===== src/rtl/axis_axil_master_bridge_pkg.sv =====
// Shared response/state types for the AXI-Stream to AXI-Lite master bridge.
package axil_pkg;

  typedef enum logic [1:0] {
    OKAY   = 2'b00,
    EXOKAY = 2'b01,
    SLVERR = 2'b10,
    DECERR = 2'b11
  } resp_t;

  typedef enum logic [1:0] {
    W_IDLE = 2'd0,
    W_REQ  = 2'd1,
    W_RESP = 2'd2
  } wr_state_t;

  typedef enum logic [1:0] {
    R_IDLE = 2'd0,
    R_ADDR = 2'd1,
    R_DATA = 2'd2,
    R_PUSH = 2'd3
  } rd_state_t;

  // Anything other than OKAY counts as an error, including EXOKAY on AXI-Lite.
  function automatic logic resp_is_err(input resp_t resp);
    return (resp != OKAY);
  endfunction

endpackage


===== src/rtl/axis_axil_master_bridge_if.sv =====
// Stream and AXI-Lite bundles used by the bridge, with master/slave views.
interface axis_if #(
  parameter int DATA_WIDTH = 32
) ();
  logic [DATA_WIDTH-1:0] tdata;
  logic                  tvalid;
  logic                  tready;

  modport s_axis (input tdata, input tvalid, output tready);
  modport m_axis (output tdata, output tvalid, input tready);
endinterface

interface axil_if
  import axil_pkg::*;
#(
  parameter int ADDR_WIDTH = 32,
  parameter int DATA_WIDTH = 32
) ();
  logic [ADDR_WIDTH-1:0]   awaddr;
  logic [2:0]              awprot;
  logic                    awvalid;
  logic                    awready;
  logic [DATA_WIDTH-1:0]   wdata;
  logic [DATA_WIDTH/8-1:0] wstrb;
  logic                    wvalid;
  logic                    wready;
  resp_t                   bresp;
  logic                    bvalid;
  logic                    bready;
  logic [ADDR_WIDTH-1:0]   araddr;
  logic [2:0]              arprot;
  logic                    arvalid;
  logic                    arready;
  logic [DATA_WIDTH-1:0]   rdata;
  resp_t                   rresp;
  logic                    rvalid;
  logic                    rready;

  modport m_axil (
    output awaddr, awprot, awvalid, input awready,
    output wdata, wstrb, wvalid, input wready,
    input bresp, bvalid, output bready,
    output araddr, arprot, arvalid, input arready,
    input rdata, rresp, rvalid, output rready
  );
  modport s_axil (
    input awaddr, awprot, awvalid, output awready,
    input wdata, wstrb, wvalid, output wready,
    output bresp, bvalid, input bready,
    input araddr, arprot, arvalid, output arready,
    output rdata, rresp, rvalid, input rready
  );
endinterface


===== src/rtl/axis_axil_master_bridge_sat_counter.sv =====
// Saturating up-counter with synchronous clear; holds at all-ones.
module sat_counter #(
  parameter int WIDTH = 8
) (
  input  logic             aclk,
  input  logic             aresetn,
  input  logic             inc,
  input  logic             clear,
  output logic [WIDTH-1:0] count
);
  localparam logic [WIDTH-1:0] CNT_MAX = {WIDTH{1'b1}};

  logic [WIDTH-1:0] count_r;

  // Count register: clear wins over increment, increment stops at CNT_MAX
  always_ff @(posedge aclk or negedge aresetn) begin
    if (!aresetn) begin
      count_r <= {WIDTH{1'b0}};
    end else if (clear) begin
      count_r <= {WIDTH{1'b0}};
    end else if (inc && (count_r != CNT_MAX)) begin
      count_r <= count_r + {{(WIDTH-1){1'b0}}, 1'b1};
    end else begin
      count_r <= count_r;
    end
  end

  assign count = count_r;

endmodule


===== src/rtl/axis_axil_master_bridge.sv =====
// AXI-Stream to AXI-Lite master bridge: each stream word becomes a register write;
// while rd_req is high, register reads are issued and pushed out as stream words.
module axis_axil_master_bridge
  import axil_pkg::*;
#(
  parameter int                        AXI_DATA_WIDTH = 32,
  parameter int                        AXI_ADDR_WIDTH = 32,
  parameter logic [AXI_ADDR_WIDTH-1:0] WR_ADDR        = AXI_ADDR_WIDTH'(32'h0000_0001),
  parameter logic [AXI_ADDR_WIDTH-1:0] RD_ADDR        = AXI_ADDR_WIDTH'(32'h0000_0001),
  parameter int                        ERR_CNT_WIDTH  = 8
) (
  input  logic                     aclk,
  input  logic                     aresetn,
  axis_if.s_axis                   s_axis,
  axis_if.m_axis                   m_axis,
  axil_if.m_axil                   m_axil,
  input  logic                     rd_req,
  output logic [ERR_CNT_WIDTH-1:0] wr_err_cnt,
  output logic [ERR_CNT_WIDTH-1:0] rd_err_cnt
);
  localparam int STRB_WIDTH = AXI_DATA_WIDTH / 8;

  wr_state_t                 wr_state_r, wr_state_s;
  logic                      s_tready_r, s_tready_s;
  logic                      awvalid_r, awvalid_s;
  logic                      wvalid_r, wvalid_s;
  logic                      bready_r, bready_s;
  logic [AXI_ADDR_WIDTH-1:0] awaddr_r, awaddr_s;
  logic [AXI_DATA_WIDTH-1:0] wdata_r, wdata_s;
  logic                      wr_err_inc_s;

  rd_state_t                 rd_state_r, rd_state_s;
  logic                      arvalid_r, arvalid_s;
  logic                      rready_r, rready_s;
  logic [AXI_ADDR_WIDTH-1:0] araddr_r, araddr_s;
  logic [AXI_DATA_WIDTH-1:0] m_tdata_r, m_tdata_s;
  logic                      m_tvalid_r, m_tvalid_s;
  logic                      rd_err_inc_s;

  // Write-path state and registered write-channel outputs
  always_ff @(posedge aclk or negedge aresetn) begin
    if (!aresetn) begin
      wr_state_r <= W_IDLE;
      s_tready_r <= 1'b0;
      awvalid_r  <= 1'b0;
      wvalid_r   <= 1'b0;
      bready_r   <= 1'b0;
      awaddr_r   <= {AXI_ADDR_WIDTH{1'b0}};
      wdata_r    <= {AXI_DATA_WIDTH{1'b0}};
    end else begin
      wr_state_r <= wr_state_s;
      s_tready_r <= s_tready_s;
      awvalid_r  <= awvalid_s;
      wvalid_r   <= wvalid_s;
      bready_r   <= bready_s;
      awaddr_r   <= awaddr_s;
      wdata_r    <= wdata_s;
    end
  end

  // Write FSM next-state: one stream word per AW/W/B sequence
  always_comb begin
    wr_state_s   = wr_state_r;
    s_tready_s   = s_tready_r;
    awvalid_s    = awvalid_r;
    wvalid_s     = wvalid_r;
    bready_s     = bready_r;
    awaddr_s     = awaddr_r;
    wdata_s      = wdata_r;
    wr_err_inc_s = 1'b0;
    case (wr_state_r)
      W_IDLE: begin
        if (s_axis.tvalid && s_tready_r) begin
          s_tready_s = 1'b0;
          awvalid_s  = 1'b1;
          wvalid_s   = 1'b1;
          awaddr_s   = WR_ADDR;
          wdata_s    = s_axis.tdata;
          wr_state_s = W_REQ;
        end else begin
          s_tready_s = 1'b1;
        end
      end
      W_REQ: begin
        // AW and W retire independently; move on once both are gone.
        awvalid_s = awvalid_r & ~m_axil.awready;
        wvalid_s  = wvalid_r & ~m_axil.wready;
        if (!awvalid_s && !wvalid_s) begin
          bready_s   = 1'b1;
          wr_state_s = W_RESP;
        end else begin
          wr_state_s = W_REQ;
        end
      end
      W_RESP: begin
        if (m_axil.bvalid && bready_r) begin
          bready_s     = 1'b0;
          s_tready_s   = 1'b1;
          wr_err_inc_s = resp_is_err(m_axil.bresp);
          wr_state_s   = W_IDLE;
        end else begin
          wr_state_s = W_RESP;
        end
      end
      default: begin
        wr_state_s = W_IDLE;
        s_tready_s = 1'b0;
        awvalid_s  = 1'b0;
        wvalid_s   = 1'b0;
        bready_s   = 1'b0;
      end
    endcase
  end

  // Read-path state and registered read-channel / stream outputs
  always_ff @(posedge aclk or negedge aresetn) begin
    if (!aresetn) begin
      rd_state_r <= R_IDLE;
      arvalid_r  <= 1'b0;
      rready_r   <= 1'b0;
      araddr_r   <= {AXI_ADDR_WIDTH{1'b0}};
      m_tdata_r  <= {AXI_DATA_WIDTH{1'b0}};
      m_tvalid_r <= 1'b0;
    end else begin
      rd_state_r <= rd_state_s;
      arvalid_r  <= arvalid_s;
      rready_r   <= rready_s;
      araddr_r   <= araddr_s;
      m_tdata_r  <= m_tdata_s;
      m_tvalid_r <= m_tvalid_s;
    end
  end

  // Read FSM next-state: rd_req only matters in R_IDLE
  always_comb begin
    rd_state_s   = rd_state_r;
    arvalid_s    = arvalid_r;
    rready_s     = rready_r;
    araddr_s     = araddr_r;
    m_tdata_s    = m_tdata_r;
    m_tvalid_s   = m_tvalid_r;
    rd_err_inc_s = 1'b0;
    case (rd_state_r)
      R_IDLE: begin
        if (rd_req) begin
          arvalid_s  = 1'b1;
          araddr_s   = RD_ADDR;
          rd_state_s = R_ADDR;
        end else begin
          rd_state_s = R_IDLE;
        end
      end
      R_ADDR: begin
        if (arvalid_r && m_axil.arready) begin
          arvalid_s  = 1'b0;
          rready_s   = 1'b1;
          rd_state_s = R_DATA;
        end else begin
          rd_state_s = R_ADDR;
        end
      end
      R_DATA: begin
        if (m_axil.rvalid && rready_r) begin
          rready_s = 1'b0;
          if (!resp_is_err(m_axil.rresp)) begin
            m_tdata_s  = m_axil.rdata;
            m_tvalid_s = 1'b1;
            rd_state_s = R_PUSH;
          end else begin
            rd_err_inc_s = 1'b1;
            rd_state_s   = R_IDLE;
          end
        end else begin
          rd_state_s = R_DATA;
        end
      end
      R_PUSH: begin
        if (m_axis.tready) begin
          m_tvalid_s = 1'b0;
          m_tdata_s  = {AXI_DATA_WIDTH{1'b0}};
          rd_state_s = R_IDLE;
        end else begin
          rd_state_s = R_PUSH;
        end
      end
      default: begin
        rd_state_s = R_IDLE;
        arvalid_s  = 1'b0;
        rready_s   = 1'b0;
        m_tvalid_s = 1'b0;
        m_tdata_s  = {AXI_DATA_WIDTH{1'b0}};
      end
    endcase
  end

  sat_counter #(.WIDTH(ERR_CNT_WIDTH)) u_wr_err_cnt (
    .aclk    (aclk),
    .aresetn (aresetn),
    .inc     (wr_err_inc_s),
    .clear   (1'b0),
    .count   (wr_err_cnt)
  );

  sat_counter #(.WIDTH(ERR_CNT_WIDTH)) u_rd_err_cnt (
    .aclk    (aclk),
    .aresetn (aresetn),
    .inc     (rd_err_inc_s),
    .clear   (1'b0),
    .count   (rd_err_cnt)
  );

  assign s_axis.tready  = s_tready_r;
  assign m_axis.tdata   = m_tdata_r;
  assign m_axis.tvalid  = m_tvalid_r;
  assign m_axil.awaddr  = awaddr_r;
  assign m_axil.awprot  = 3'b000;
  assign m_axil.awvalid = awvalid_r;
  assign m_axil.wdata   = wdata_r;
  assign m_axil.wstrb   = {STRB_WIDTH{1'b1}};
  assign m_axil.wvalid  = wvalid_r;
  assign m_axil.bready  = bready_r;
  assign m_axil.araddr  = araddr_r;
  assign m_axil.arprot  = 3'b000;
  assign m_axil.arvalid = arvalid_r;
  assign m_axil.rready  = rready_r;

endmodule

===== src/flat_wrapper.sv =====
// flat-port wrapper written by rule: the top's interface ports become plain ports
module axis_axil_master_bridge_flat import axil_pkg::*;
#(
  parameter int                        AXI_DATA_WIDTH = 32,
  parameter int                        AXI_ADDR_WIDTH = 32,
  parameter logic [AXI_ADDR_WIDTH-1:0] WR_ADDR        = AXI_ADDR_WIDTH'(32'h0000_0001),
  parameter logic [AXI_ADDR_WIDTH-1:0] RD_ADDR        = AXI_ADDR_WIDTH'(32'h0000_0001),
  parameter int                        ERR_CNT_WIDTH  = 8
)
  (aclk, aresetn, rd_req, wr_err_cnt, rd_err_cnt, s_axis_tdata, s_axis_tvalid, s_axis_tready, m_axis_tdata, m_axis_tvalid, m_axis_tready, m_axil_awaddr, m_axil_awprot, m_axil_awvalid, m_axil_awready, m_axil_wdata, m_axil_wstrb, m_axil_wvalid, m_axil_wready, m_axil_bresp, m_axil_bvalid, m_axil_bready, m_axil_araddr, m_axil_arprot, m_axil_arvalid, m_axil_arready, m_axil_rdata, m_axil_rresp, m_axil_rvalid, m_axil_rready);
  axis_if s_axis_i ();
  axis_if m_axis_i ();
  axil_if m_axil_i ();
  input  logic aclk;
  input  logic aresetn;
  input  logic rd_req;
  output logic [ERR_CNT_WIDTH-1:0] wr_err_cnt;
  output logic [ERR_CNT_WIDTH-1:0] rd_err_cnt;
  input wire logic [$bits(s_axis_i.tdata)-1:0] s_axis_tdata;
  input wire logic [$bits(s_axis_i.tvalid)-1:0] s_axis_tvalid;
  output wire logic [$bits(s_axis_i.tready)-1:0] s_axis_tready;
  output wire logic [$bits(m_axis_i.tdata)-1:0] m_axis_tdata;
  output wire logic [$bits(m_axis_i.tvalid)-1:0] m_axis_tvalid;
  input wire logic [$bits(m_axis_i.tready)-1:0] m_axis_tready;
  output wire logic [$bits(m_axil_i.awaddr)-1:0] m_axil_awaddr;
  output wire logic [$bits(m_axil_i.awprot)-1:0] m_axil_awprot;
  output wire logic [$bits(m_axil_i.awvalid)-1:0] m_axil_awvalid;
  input wire logic [$bits(m_axil_i.awready)-1:0] m_axil_awready;
  output wire logic [$bits(m_axil_i.wdata)-1:0] m_axil_wdata;
  output wire logic [$bits(m_axil_i.wstrb)-1:0] m_axil_wstrb;
  output wire logic [$bits(m_axil_i.wvalid)-1:0] m_axil_wvalid;
  input wire logic [$bits(m_axil_i.wready)-1:0] m_axil_wready;
  input wire logic [$bits(m_axil_i.bresp)-1:0] m_axil_bresp;
  input wire logic [$bits(m_axil_i.bvalid)-1:0] m_axil_bvalid;
  output wire logic [$bits(m_axil_i.bready)-1:0] m_axil_bready;
  output wire logic [$bits(m_axil_i.araddr)-1:0] m_axil_araddr;
  output wire logic [$bits(m_axil_i.arprot)-1:0] m_axil_arprot;
  output wire logic [$bits(m_axil_i.arvalid)-1:0] m_axil_arvalid;
  input wire logic [$bits(m_axil_i.arready)-1:0] m_axil_arready;
  input wire logic [$bits(m_axil_i.rdata)-1:0] m_axil_rdata;
  input wire logic [$bits(m_axil_i.rresp)-1:0] m_axil_rresp;
  input wire logic [$bits(m_axil_i.rvalid)-1:0] m_axil_rvalid;
  output wire logic [$bits(m_axil_i.rready)-1:0] m_axil_rready;
  assign s_axis_i.tdata = s_axis_tdata;
  assign s_axis_i.tvalid = s_axis_tvalid;
  assign s_axis_tready = s_axis_i.tready;
  assign m_axis_tdata = m_axis_i.tdata;
  assign m_axis_tvalid = m_axis_i.tvalid;
  assign m_axis_i.tready = m_axis_tready;
  assign m_axil_awaddr = m_axil_i.awaddr;
  assign m_axil_awprot = m_axil_i.awprot;
  assign m_axil_awvalid = m_axil_i.awvalid;
  assign m_axil_i.awready = m_axil_awready;
  assign m_axil_wdata = m_axil_i.wdata;
  assign m_axil_wstrb = m_axil_i.wstrb;
  assign m_axil_wvalid = m_axil_i.wvalid;
  assign m_axil_i.wready = m_axil_wready;
  assign m_axil_i.bresp = m_axil_bresp;
  assign m_axil_i.bvalid = m_axil_bvalid;
  assign m_axil_bready = m_axil_i.bready;
  assign m_axil_araddr = m_axil_i.araddr;
  assign m_axil_arprot = m_axil_i.arprot;
  assign m_axil_arvalid = m_axil_i.arvalid;
  assign m_axil_i.arready = m_axil_arready;
  assign m_axil_i.rdata = m_axil_rdata;
  assign m_axil_i.rresp = m_axil_rresp;
  assign m_axil_i.rvalid = m_axil_rvalid;
  assign m_axil_rready = m_axil_i.rready;
  axis_axil_master_bridge #(.AXI_DATA_WIDTH(AXI_DATA_WIDTH), .AXI_ADDR_WIDTH(AXI_ADDR_WIDTH), .WR_ADDR(WR_ADDR), .RD_ADDR(RD_ADDR), .ERR_CNT_WIDTH(ERR_CNT_WIDTH)) u_core (.aclk(aclk), .aresetn(aresetn), .s_axis(s_axis_i), .m_axis(m_axis_i), .m_axil(m_axil_i), .rd_req(rd_req), .wr_err_cnt(wr_err_cnt), .rd_err_cnt(rd_err_cnt));
endmodule

===== config.mk =====
export PLATFORM = sky130hd
export DESIGN_NAME = axis_axil_master_bridge_flat
export DESIGN_NICKNAME = d
export VERILOG_FILES = /design/src/rtl/axis_axil_master_bridge_pkg.sv /design/src/rtl/axis_axil_master_bridge_if.sv /design/src/rtl/axis_axil_master_bridge_sat_counter.sv /design/src/rtl/axis_axil_master_bridge.sv /design/src/flat_wrapper.sv
export SDC_FILE = /design/constraint.sdc
export NUM_CORES = 1
export LEC_CHECK = 0
export ABC_CLOCK_PERIOD_IN_PS = 1700
export CORE_UTILIZATION = 40
export DETAILED_ROUTE_END_ITERATION = 12
export GPL_ROUTABILITY_DRIVEN = 1
export PLACE_DENSITY_LB_ADDON = 0.2
export SYNTH_ARGS = -nofsm -noshare
export SYNTH_HDL_FRONTEND = slang
export SYNTH_SLANG_ARGS = --single-unit

===== constraint.sdc =====
create_clock -name aclk -period 1.7 [get_ports aclk]
set_input_delay 0.17 -clock aclk [delete_from_list [all_inputs] [get_ports aclk]]
set_output_delay 0.17 -clock aclk [all_outputs]
set_load 0.02 [all_outputs]

==> key figures <==
Run status
  – Outcome: complete, no violations

Floorplan
  – Chip width: 108.3 um
  – Core Region: 10940 um^2
  – # rows: 38
  – Die height: 108.3 um
  – IO Pins: 239
  – Full die area: 11740 um^2
  – Initial Utilization: 41.36%

GRT
  – Initial antenna violation count: 0
  – GRT overflow: 0
  – Vias in the first global route: 3223
  – First-pass GRT wire length: 15.58 mm
  – Largest net degree at the start of global routing: 42
  – Total Routing Usage GR: 17.30%

Drt
  – Vias per cell: 4.519
  – DR iter-0 viols: 94
  – Routed Antenna Nets: 0
  – Post-Route WL: 9.823 mm
  – Drt pass-1 iters: 4
  – Drt wl/cell: 13.05 um
  – Via count: 3403
  – DRC errors left: 0

Timing
  – Peak Freq: 628.0 MHz
  – Fin worst setup slack: 0.1075 ns
  – Final hold violation count: 0
  – Setup-failing EPs final: 0
  – RSZ-0062 raised after global routing: false
  – Final min period: 1.592 ns
  – Slew @ Worst Pin: 0.5367 ns
  – Final period util: 93.67%
  – Slew Limit Fails: 0
  – Setup Skew: 0.006413 ns
  – Max transition margin: 64.22%

Layout
  – Final net count: 688
  – Share of cells above drive strength 1: 13.54%
  – Fin util: 58.75%
  – Area delta synth->final: 42.05%
  – Non-Filler Instances: 753
  – Antenna diodes: 0

Synthesis
  – Mapped cell area: 4523 um^2
  – EDFF count, synth: 0
  – Synth cell types: 48
  – Yosys warning count: 0
  – Ys async rst share: 100.0%
  – Syn_area_per_cell: 10.57 um^2
  – Ranking of synthesized cells by area: dfrtp_1 (51%), buf_4 (13%), mux2_2 (8.2%)
  – Cells after Synth: 428
  – Sequential share of the synthesized area: 51.45%
  – Post-synth top flop: dfrtp_1
  – Cell accounting for the most synthesized area: dfrtp_1
  – Yosys reg bits: 93
  – Share of the synthesized area in the top cell type: 51.45%

Flow run
  – Max Cap Viol: 0

CTS
  – Clk sinks: 93
  – Htree depth: 3
  – Clock Tree Buf Depth: 2
  – Postcts setup bufs: 0
  – Root Driver: clkbuf_16
  – CTS Buf Count: 9
  – Clock-pin slew on the worst setup and hold paths: 0.06 ns
  – Clock insertion delay at the later pin of the skew report: 0.33 ns
  – CTS tree: done

Setup path
  – CP Class: register to output port
  – Buf+Inv Stages, Crit Path: 1
  – Critical Path, Cell by Cell: clkdlybuf4s50_1
  – CP Max Fanout: 5
  – Crit-path slowest cell: clkdlybuf4s50_1
  – CP top delay family: buffers and inverters
  – CP Launch Type: register
  – Arr. time, crit path: 1.42 ns
  – Worst endpoint required time: 1.53 ns
  – CP peak stage delay: 0.64 ns
  – CP Capture Type: output port

Power and ir drop
  – Cell area power density: 1486 nW/um^2
  – Maximum resistive drop on vdd: 0.7966 mV
  – P_leak: 2.826 nW

Placed design
  – Place WS: -0.05615 ns
  – PortBufs: 166
  – Dpl cells: 736
  – RePlAce Congestion: 0.8002
  – HPWL after DPL: 7.285 mm

Min path
  – Hold Path Class: primary input to asynchronous set/reset pin
layer usage:
layer | GRT usage, % | vias up | wire, um
met4 | 6.950 | 0 | 135
met3 | 5.003 | 10 | 777
li1 | - | 1656 | -
met5 | 0 | - | 0
met2 | 28.94 | 138 | 4895
met1 | 20.94 | 1599 | 4015
sequential cells by signal (all words and copies together), names as in the netlist, 2 cells and up:
signal,flops
u_core.rd_state_r,2
u_core.m_axil.wdata,32
u_core.wr_state_r,2
u_core.m_axis.tdata,32
u_core.u_rd_err_cnt.count,8
u_core.u_wr_err_cnt.count,8
power breakdown:
part	total, mW	switching (mW)	leakage (nW)	internal [mW]
logic	4.27	2.10	1.52	2.17
registers	3.48	0.514	1.18	2.97
clock network	1.79	0.806	0.123	0.988
total	9.55	3.42	2.83	6.13
cell type report:
cell class	instances	area [um^2]
inverters	10	37.54
clock inverters	4	25.02
flip-flops and latches	93	2327
clock buffers	12	236.5
multi-input cells	305	1759
well taps	140	175.2
repair buffers	189	1864
fillers	971	4511
cells in the final DEF (no fill, tap or decap), types with 5 or more instances in the layout:
cell type,netlist,routed
conb_1,2,72
mux2_2,33,33
inv_1,10,10
dfrtp_1,93,93
nor2_1,9,9
o21ai_0,36,36
buf_4,78,21
nor3_1,5,5
nand2_1,76,76
clkdlybuf4s50_1,0,163
nand3_1,7,7
clkbuf_16,0,9
a21oi_1,10,10
cell families after synthesis:
| logic type | share of synthesized area (%) |
|---|---|
| flip-flops | 51.45 |
| XOR/XNOR | 0.7747 |
| buffers and inverters | 15.52 |
| adder cells (fa/ha/maj) | 0.5532 |
| other | 0.1660 |
| AND/OR/NAND/NOR | 13.25 |
| AO/OA/AOI/OAI | 9.350 |
| multiplexers | 8.935 |
cells in the mapped netlist, types with 3 or more instances:
cell type	count
o21bai_1	3
a21oi_1	10
buf_6	4
mux2_2	33
a31oi_1	4
o21ai_0	36
nor3_1	5
and3_1	4
buf_4	78
nand3_1	7
nand2_1	76
xnor2_1	3
nand2b_1	3
a21o_1	3
dfrtp_1	93
nor2_1	9
clkbuf_1	5
inv_1	10
what timing repair did:
item,in CTS,in global routing
endpoints found under the hold margin,36,0
gates resized for setup,0,3
hold buffers,1,0
setup endpoints to repair,0,3
final timing paths:
path / from / to / slack [ns] / depth (start not counted)
worst min register to register: u_core.m_axil.awaddr[0]$_DFFE_PN0P_ / u_core.m_axil.awaddr[0]$_DFFE_PN0P_ / 0.47 / 1
worst max-delay path: u_core.m_axil.rready$_DFFE_PN0P_ / m_axil_rready / 0.11 / 1
worst min-delay path: aresetn / u_core.m_axil.araddr[0]$_DFFE_PN0P_ / 0.35 / 2
worst max register to register: u_core.u_wr_err_cnt.count[0]$_DFFE_PN0P_ / u_core.u_wr_err_cnt.count[1]$_DFFE_PN0P_ / 0.15 / 5
min in group aclk: m_axil_rdata[3] / u_core.m_axis.tdata[3]$_DFFE_PN0P_ / 0.37 / 3
max in group asynchronous: aresetn / u_core.m_axil.wdata[27]$_DFFE_PN0P_ / 0.72 / 3
per-stage QoR:
step	hold WS, ns	setup TNS, ns	instance area (um^2)	power, mW
2_1_floorplan	-0.1256	0	4786	5.930
3_3_place_gp	0.1859	-0.01643	6146	7.728
3_5_place_dp	0.1882	-1.022	6146	7.822
4_1_cts	0.3578	0	6417	9.675
5_1_grt	0.3905	0	6425	10.09
6_report	0.3547	0	6425	9.546
Power figures use the tool's default switching activity.
==> variant 1, RTL diff (same flow settings) <==
`ERR_CNT_WIDTH` is set to 8 in 2 places; all go to 10.
--- a/src/rtl/axis_axil_master_bridge.sv
+++ b/src/rtl/axis_axil_master_bridge.sv
@@ -7,7 +7,7 @@
   parameter int                        AXI_ADDR_WIDTH = 32,
   parameter logic [AXI_ADDR_WIDTH-1:0] WR_ADDR        = AXI_ADDR_WIDTH'(32'h0000_0001),
   parameter logic [AXI_ADDR_WIDTH-1:0] RD_ADDR        = AXI_ADDR_WIDTH'(32'h0000_0001),
-  parameter int                        ERR_CNT_WIDTH  = 8
+  parameter int                        ERR_CNT_WIDTH  = 10
 ) (
   input  logic                     aclk,
   input  logic                     aresetn,
--- a/src/flat_wrapper.sv
+++ b/src/flat_wrapper.sv
@@ -5,7 +5,7 @@
   parameter int                        AXI_ADDR_WIDTH = 32,
   parameter logic [AXI_ADDR_WIDTH-1:0] WR_ADDR        = AXI_ADDR_WIDTH'(32'h0000_0001),
   parameter logic [AXI_ADDR_WIDTH-1:0] RD_ADDR        = AXI_ADDR_WIDTH'(32'h0000_0001),
-  parameter int                        ERR_CNT_WIDTH  = 8
+  parameter int                        ERR_CNT_WIDTH  = 10
 )
   (aclk, aresetn, rd_req, wr_err_cnt, rd_err_cnt, s_axis_tdata, s_axis_tvalid, s_axis_tready, m_axis_tdata, m_axis_tvalid, m_axis_tready, m_axil_awaddr, m_axil_awprot, m_axil_awvalid, m_axil_awready, m_axil_wdata, m_axil_wstrb, m_axil_wvalid, m_axil_wready, m_axil_bresp, m_axil_bvalid, m_axil_bready, m_axil_araddr, m_axil_arprot, m_axil_arvalid, m_axil_arready, m_axil_rdata, m_axil_rresp, m_axil_rvalid, m_axil_rready);
   axis_if s_axis_i ();
Interface: changed (resized rd_err_cnt and wr_err_cnt); port bits go from 239 to 243. No check against the original RTL was run, so the function may have changed too.
==> variant 1 against the original RTL <==
Worst hold slack got worse by 0.0019 ns. Area after synthesis increased by 2.8%. Critical path depth unchanged. Sequential cell count increased by 4. Routed wire length increased by 8.3%. Cell area increased by 4.4%. Power increased by 14%. Fmax decreased by 3.3%. Setup slack got worse by 0.054 ns. Critical path type unchanged.
==> variant 1: results (changes against the original RTL) <==
* Hold Path Sink: u_core.m_axis.tdata[9]
* Area after DPL at 6400 µm² (+4.1%)
* Largest net degree at the start of global routing at 40 (-4.8%)
* GP Congestion at 0.794 (-0.81%)
* Layout Nets at 709 (+3.1%)
* H-Tree Depth at 3 (unchanged)
* Reg clk slew, reported paths at 0.07 ns
* FF-to-FF End: u_core.u_rd_err_cnt.count[7]
* Cells after Synth at 442 (+3.3%)
* GRT Total Usage at 0.179 (+0.00620)
* Skew final at 0.00654 ns (+0.000127 ns)
* Worst EP arrival at 1.48 ns (+0.06 ns)
* Slowest cell delay on critical path at 0.66 ns (+0.02 ns)
* Crit-path slowest cell: clkdlybuf4s50_1
* Hold crit path type: input port to register
* First-pass DRT Iterations at 4 (unchanged)
* Vias in the first global route at 3480 (+8.0%)
* Total wire length at 10600 µm (+8.3%)
* Sequential fraction of the synthesis area at 0.522 (+0.00754)
* Main area contributors after synthesis: dfrtp_1 (52%), buf_4 (12%), mux2_2 (8.5%)
* WS Path Type: register to output pin
* Clock latency on the worst-skew pair at 0.34 ns
* Crit-path max FO at 9 (+4)
* P_leak at 3.13 nW (+11%)
* Final Hold Fails at 0 (unchanged)
* Final HPWL DP at 7960 µm (+9.2%)
* Worst slew pin tran at 0.525 ns (-0.0120 ns)
* Crit. Startpoint: u_core.u_rd_err_cnt.count[2]
* Top cells by count, synth: dfrtp_1 (97), nand2_1 (76), buf_4 (73), nand3_1 (46), mux2_2 (35)
* VDD IR max at 832 µV (+4.5%)
* Root buf cell: clkbuf_16
* Worst flop-to-flop path startpoint: u_core.rd_state_r[0]
* Worst R2R Setup Slack at 0.15 ns (about the same)
* Placed cell count at 760 (+3.3%)
* YS warnings at 0 (unchanged)
* R2r worst-path depth at 4 (-1)
* Share of cells above drive strength 1 at 0.131 (-0.00448)
* Num CTS Buffers at 9 (unchanged)
* Post-synthesis async set-or-reset flop share at 1.00 (unchanged)
* Clock buffer depth at 2 (unchanged)
* Hold path startpoint: m_axil_rdata[9]
* Ant diodes at 0 (unchanged)
* DR iter-0 viols at 92 (-2.1%)
* Drt via density at 4.62 (+2.2%)
* Setup bufs post-CTS at 0 (unchanged)
* Ys flop type: dfrtp_1
* First-pass GRT wire length at 16500 µm (+6.2%)
* Cell variety after synth at 41 (-15%)
* Hold Path Depth at 3
* Via count at 3588 (+5.4%)
* PortBufs at 170 (+2.4%)
* Fillers at 989 (+1.9%)
* Status: complete, no violations
* Initial antenna violation count at 0 (unchanged)
* Delay-heaviest family, CP: buffers and inverters
## variant 1: cell types whose count changed after synthesis, sizes merged, moves of 4 or more
cell   change
nand4      +5
o21ai     -30
nand3     +39
dfrtp      +4
xnor2      +6
buf        -4
## variant 1: cell type report
| cell class | count | area [µm²] | share of cell area |
|---|---|---|---|
| sequential | 97 | 2430 | 0.362 |
| tap | 143 | 179 | 0.0267 |
| timing repair buffer | 194 | 1940 | 0.289 |
| clock inverter | 4 | 51.3 | 0.00765 |
| inverter | 9 | 33.8 | 0.00504 |
| multi-input combinational | 318 | 1830 | 0.273 |
| clock buffer | 12 | 246 | 0.0367 |
## variant 1: worst max-delay path by stage
stage | to | slack (ns)
after global placement | u_core.u_wr_err_cnt.count[9] | -0.09
after CTS | wr_err_cnt[5] | 0.03
after floorplan | u_core.u_rd_err_cnt.count[1] | 0.01
after detailed placement | u_core.u_wr_err_cnt.count[9] | -0.10
final | rd_err_cnt[2] | 0.05
after global routing | rd_err_cnt[2] | 0.001
## variant 1: routing by layer
layer  track usage  vias to the layer above  share of wire
li1              -                     1705              -
met3        0.0569                       11          0.095
met1         0.216                     1720           0.40
met4        0.0600                        0          0.012
met5             0                        -              0
met2         0.302                      152           0.49
## variant 1: power breakdown
| group | total (mW) | switching, mW | internal (mW) | leakage (nW) |
|---|---|---|---|---|
| clock | 2.03 | 0.848 | 1.19 | 0.143 |
| sequential | 3.83 | 0.611 | 3.22 | 1.21 |
| combinational | 5.02 | 2.50 | 2.51 | 1.78 |
## variant 1: cell families (layout without fill, tap and decap cells)
family	after synthesis	after routing	synth area share
flip-flops	97	97	0.522
other	2	72	0.00162
multiplexers	41	41	0.0985
AND/OR/NAND/NOR	169	169	0.182
AO/OA/AOI/OAI	24	24	0.0312
XOR/XNOR	10	10	0.0188
adder cells (fa/ha/maj)	2	2	0.00538
buffers and inverters	97	219	0.141
## variant 1: what timing repair did
item | CTS | global route
setup endpoints to repair | 0 | 2
hold endpoints to repair | 35 | 0
hold buffers | 1 | 0
resized for setup | 0 | 2
## variant 1: per-stage QoR
| stage | utilization | setup WS [ns] | hold slack [ns] |
|---|---|---|---|
| final | 0.590 | 0.0533 | 0.353 |
| after floorplan | - | 0.0133 | -0.126 |
| after global placement | 0.563 | -0.0934 | 0.187 |
| after global routing | 0.590 | 0.00100 | 0.355 |
| after CTS | 0.590 | 0.0318 | 0.345 |
| after detailed placement | 0.563 | -0.104 | 0.185 |
==> variant 2, RTL diff (same flow settings) <==
Without the edit above. Make the reset (`aresetn`) synchronous in 3 clocked blocks.
--- a/src/rtl/axis_axil_master_bridge_sat_counter.sv
+++ b/src/rtl/axis_axil_master_bridge_sat_counter.sv
@@ -13,7 +13,7 @@
   logic [WIDTH-1:0] count_r;
 
   // Count register: clear wins over increment, increment stops at CNT_MAX
-  always_ff @(posedge aclk or negedge aresetn) begin
+  always_ff @(posedge aclk) begin
     if (!aresetn) begin
       count_r <= {WIDTH{1'b0}};
     end else if (clear) begin
--- a/src/rtl/axis_axil_master_bridge.sv
+++ b/src/rtl/axis_axil_master_bridge.sv
@@ -38,7 +38,7 @@
   logic                      rd_err_inc_s;
 
   // Write-path state and registered write-channel outputs
-  always_ff @(posedge aclk or negedge aresetn) begin
+  always_ff @(posedge aclk) begin
     if (!aresetn) begin
       wr_state_r <= W_IDLE;
       s_tready_r <= 1'b0;
@@ -113,7 +113,7 @@
   end
 
   // Read-path state and registered read-channel / stream outputs
-  always_ff @(posedge aclk or negedge aresetn) begin
+  always_ff @(posedge aclk) begin
     if (!aresetn) begin
       rd_state_r <= R_IDLE;
       arvalid_r  <= 1'b0;
Formal check against the unedited RTL: differs if aresetn is asserted again (counterexample within 4 cycles, from zero or initial values and one cycle with aresetn low); with aresetn held inactive, the same outputs for 10 cycles.
==> variant 2 against the original RTL <==
Area after synthesis fell by 7.1%. Setup slack worse by 0.041 ns. Worst hold slack improved by 0.0049 ns. Sequential cell count stayed put. Critical path type is now register to register. Cell area shrank 5.2%. Via count grew 16%. Routed wire length grew 9.1%.
Power is not compared: it rests on default switching activity, and its combinational part moved more than twofold at a synthesized area within 25%.
==> variant 2: results (changes against the original RTL) <==
* Status: complete, no violations
* Crit-path slowest cell: dfxtp_4
* Comb_multi_in at 395 (+30%)
* Top cells by count, synth: nand2_1 (110), dfxtp_1 (93), a21oi_1 (82), buf_4 (75), nand3_1 (40)
* Vias in the first global route at 3740 (+16%)
* Multi-input combinational area share at 0.317 (+0.0428)
* Cells after Synth at 522 (+22%)
* Post-Synth XOR/XNOR Area at 0.00209 (-0.00566)
* Skew final at 0.0128 ns (+0.00636 ns)
* Worst flop-to-flop path startpoint: u_core.u_rd_err_cnt.count[1]
* Final HPWL DP at 7840 µm (+7.7%)
* Total wire length at 10700 µm (+9.1%)
* Root buf cell: clkbuf_8
* Invs w/o clock at 4 (-6)
* Finished Layout Cells at 833 (+11%)
* Delay-heaviest family, CP: simple AND/OR/NAND/NOR gates
* Post-synthesis async set-or-reset flop share at 0 (-1.00)
* Hold crit path type: input port to register
* Adder-Cell Fraction of Synth Area at 0.00596 (+0.000425)
* Min Tclk post-route at 1.63 ns (+0.0409 ns)
* NonClk Buf Share at 0.312 (+0.0217)
* Largest net degree at the start of global routing at 41 (-2.4%)
* Share of cells above drive strength 1 at 0.0746 (-0.0608)
* GRT Total Usage at 0.193 (+0.0196)
* Clock network share of area at 0.0345 (-0.00618)
* Worst R2R Setup Slack at 0.07 ns (-0.08 ns)
* WS Path Type: register to register
* Worst EP arrival at 1.92 ns (+0.50 ns)
* FF/Latch Area at 1870 µm² (-20%)
* Sequential fraction of the synthesis area at 0.443 (-0.0713)
* GP Congestion at 0.844 (+5.5%)
* Placed cell count at 817 (+11%)
* Post-synthesis compound-gate area fraction at 0.143 (+0.0495)
* Post-synthesis mux area share at 0.00715 (-0.0822)
* Main area contributors after synthesis: dfxtp_1 (44%), buf_4 (13%), nand2_1 (9.8%)
* FF-to-FF End: u_core.u_rd_err_cnt.count[3]
* Ys flop type: dfxtp_1
* Place WS at -0.0308 ns (+0.0254 ns)
* Multi-input gate area at 1930 µm² (+9.6%)
* First-pass GRT wire length at 17100 µm (+9.8%)
* Area after DPL at 5860 µm² (-4.6%)
* Drt via density at 4.73 (+4.7%)
* DR iter-0 viols at 153 (+63%)
* Reg clk slew, reported paths at 0.10 ns (+0.04 ns)
## variant 2: cell types whose count changed after synthesis, sizes merged, moves of 33 or more
cell and change:
a21oi +72, dfrtp -93, dfxtp +93, mux2 -35
nand2 +34, nand3 +33, o21ai -33
## variant 2: per-layer routing
metal	part of all wire	GRT usage	routed length, µm	vias up
met4	0.018	0.0857	192	0
met2	0.53	0.353	5640	140
met5	0	0	0	-
met1	0.41	0.216	4380	1833
li1	-	-	-	1955
met3	0.047	0.0332	509	14
## variant 2: power by group through the flow
stage / Combinational (mW) / Sequential [mW] / Clock [mW]
after floorplan: 0.460 / 2.42 / 0
after detailed placement: 0.787 / 2.35 / 0
after CTS: 0.790 / 2.30 / 1.59
after global placement: 0.781 / 2.35 / 0
final: 0.788 / 2.30 / 1.52
after global routing: 0.845 / 2.31 / 1.67
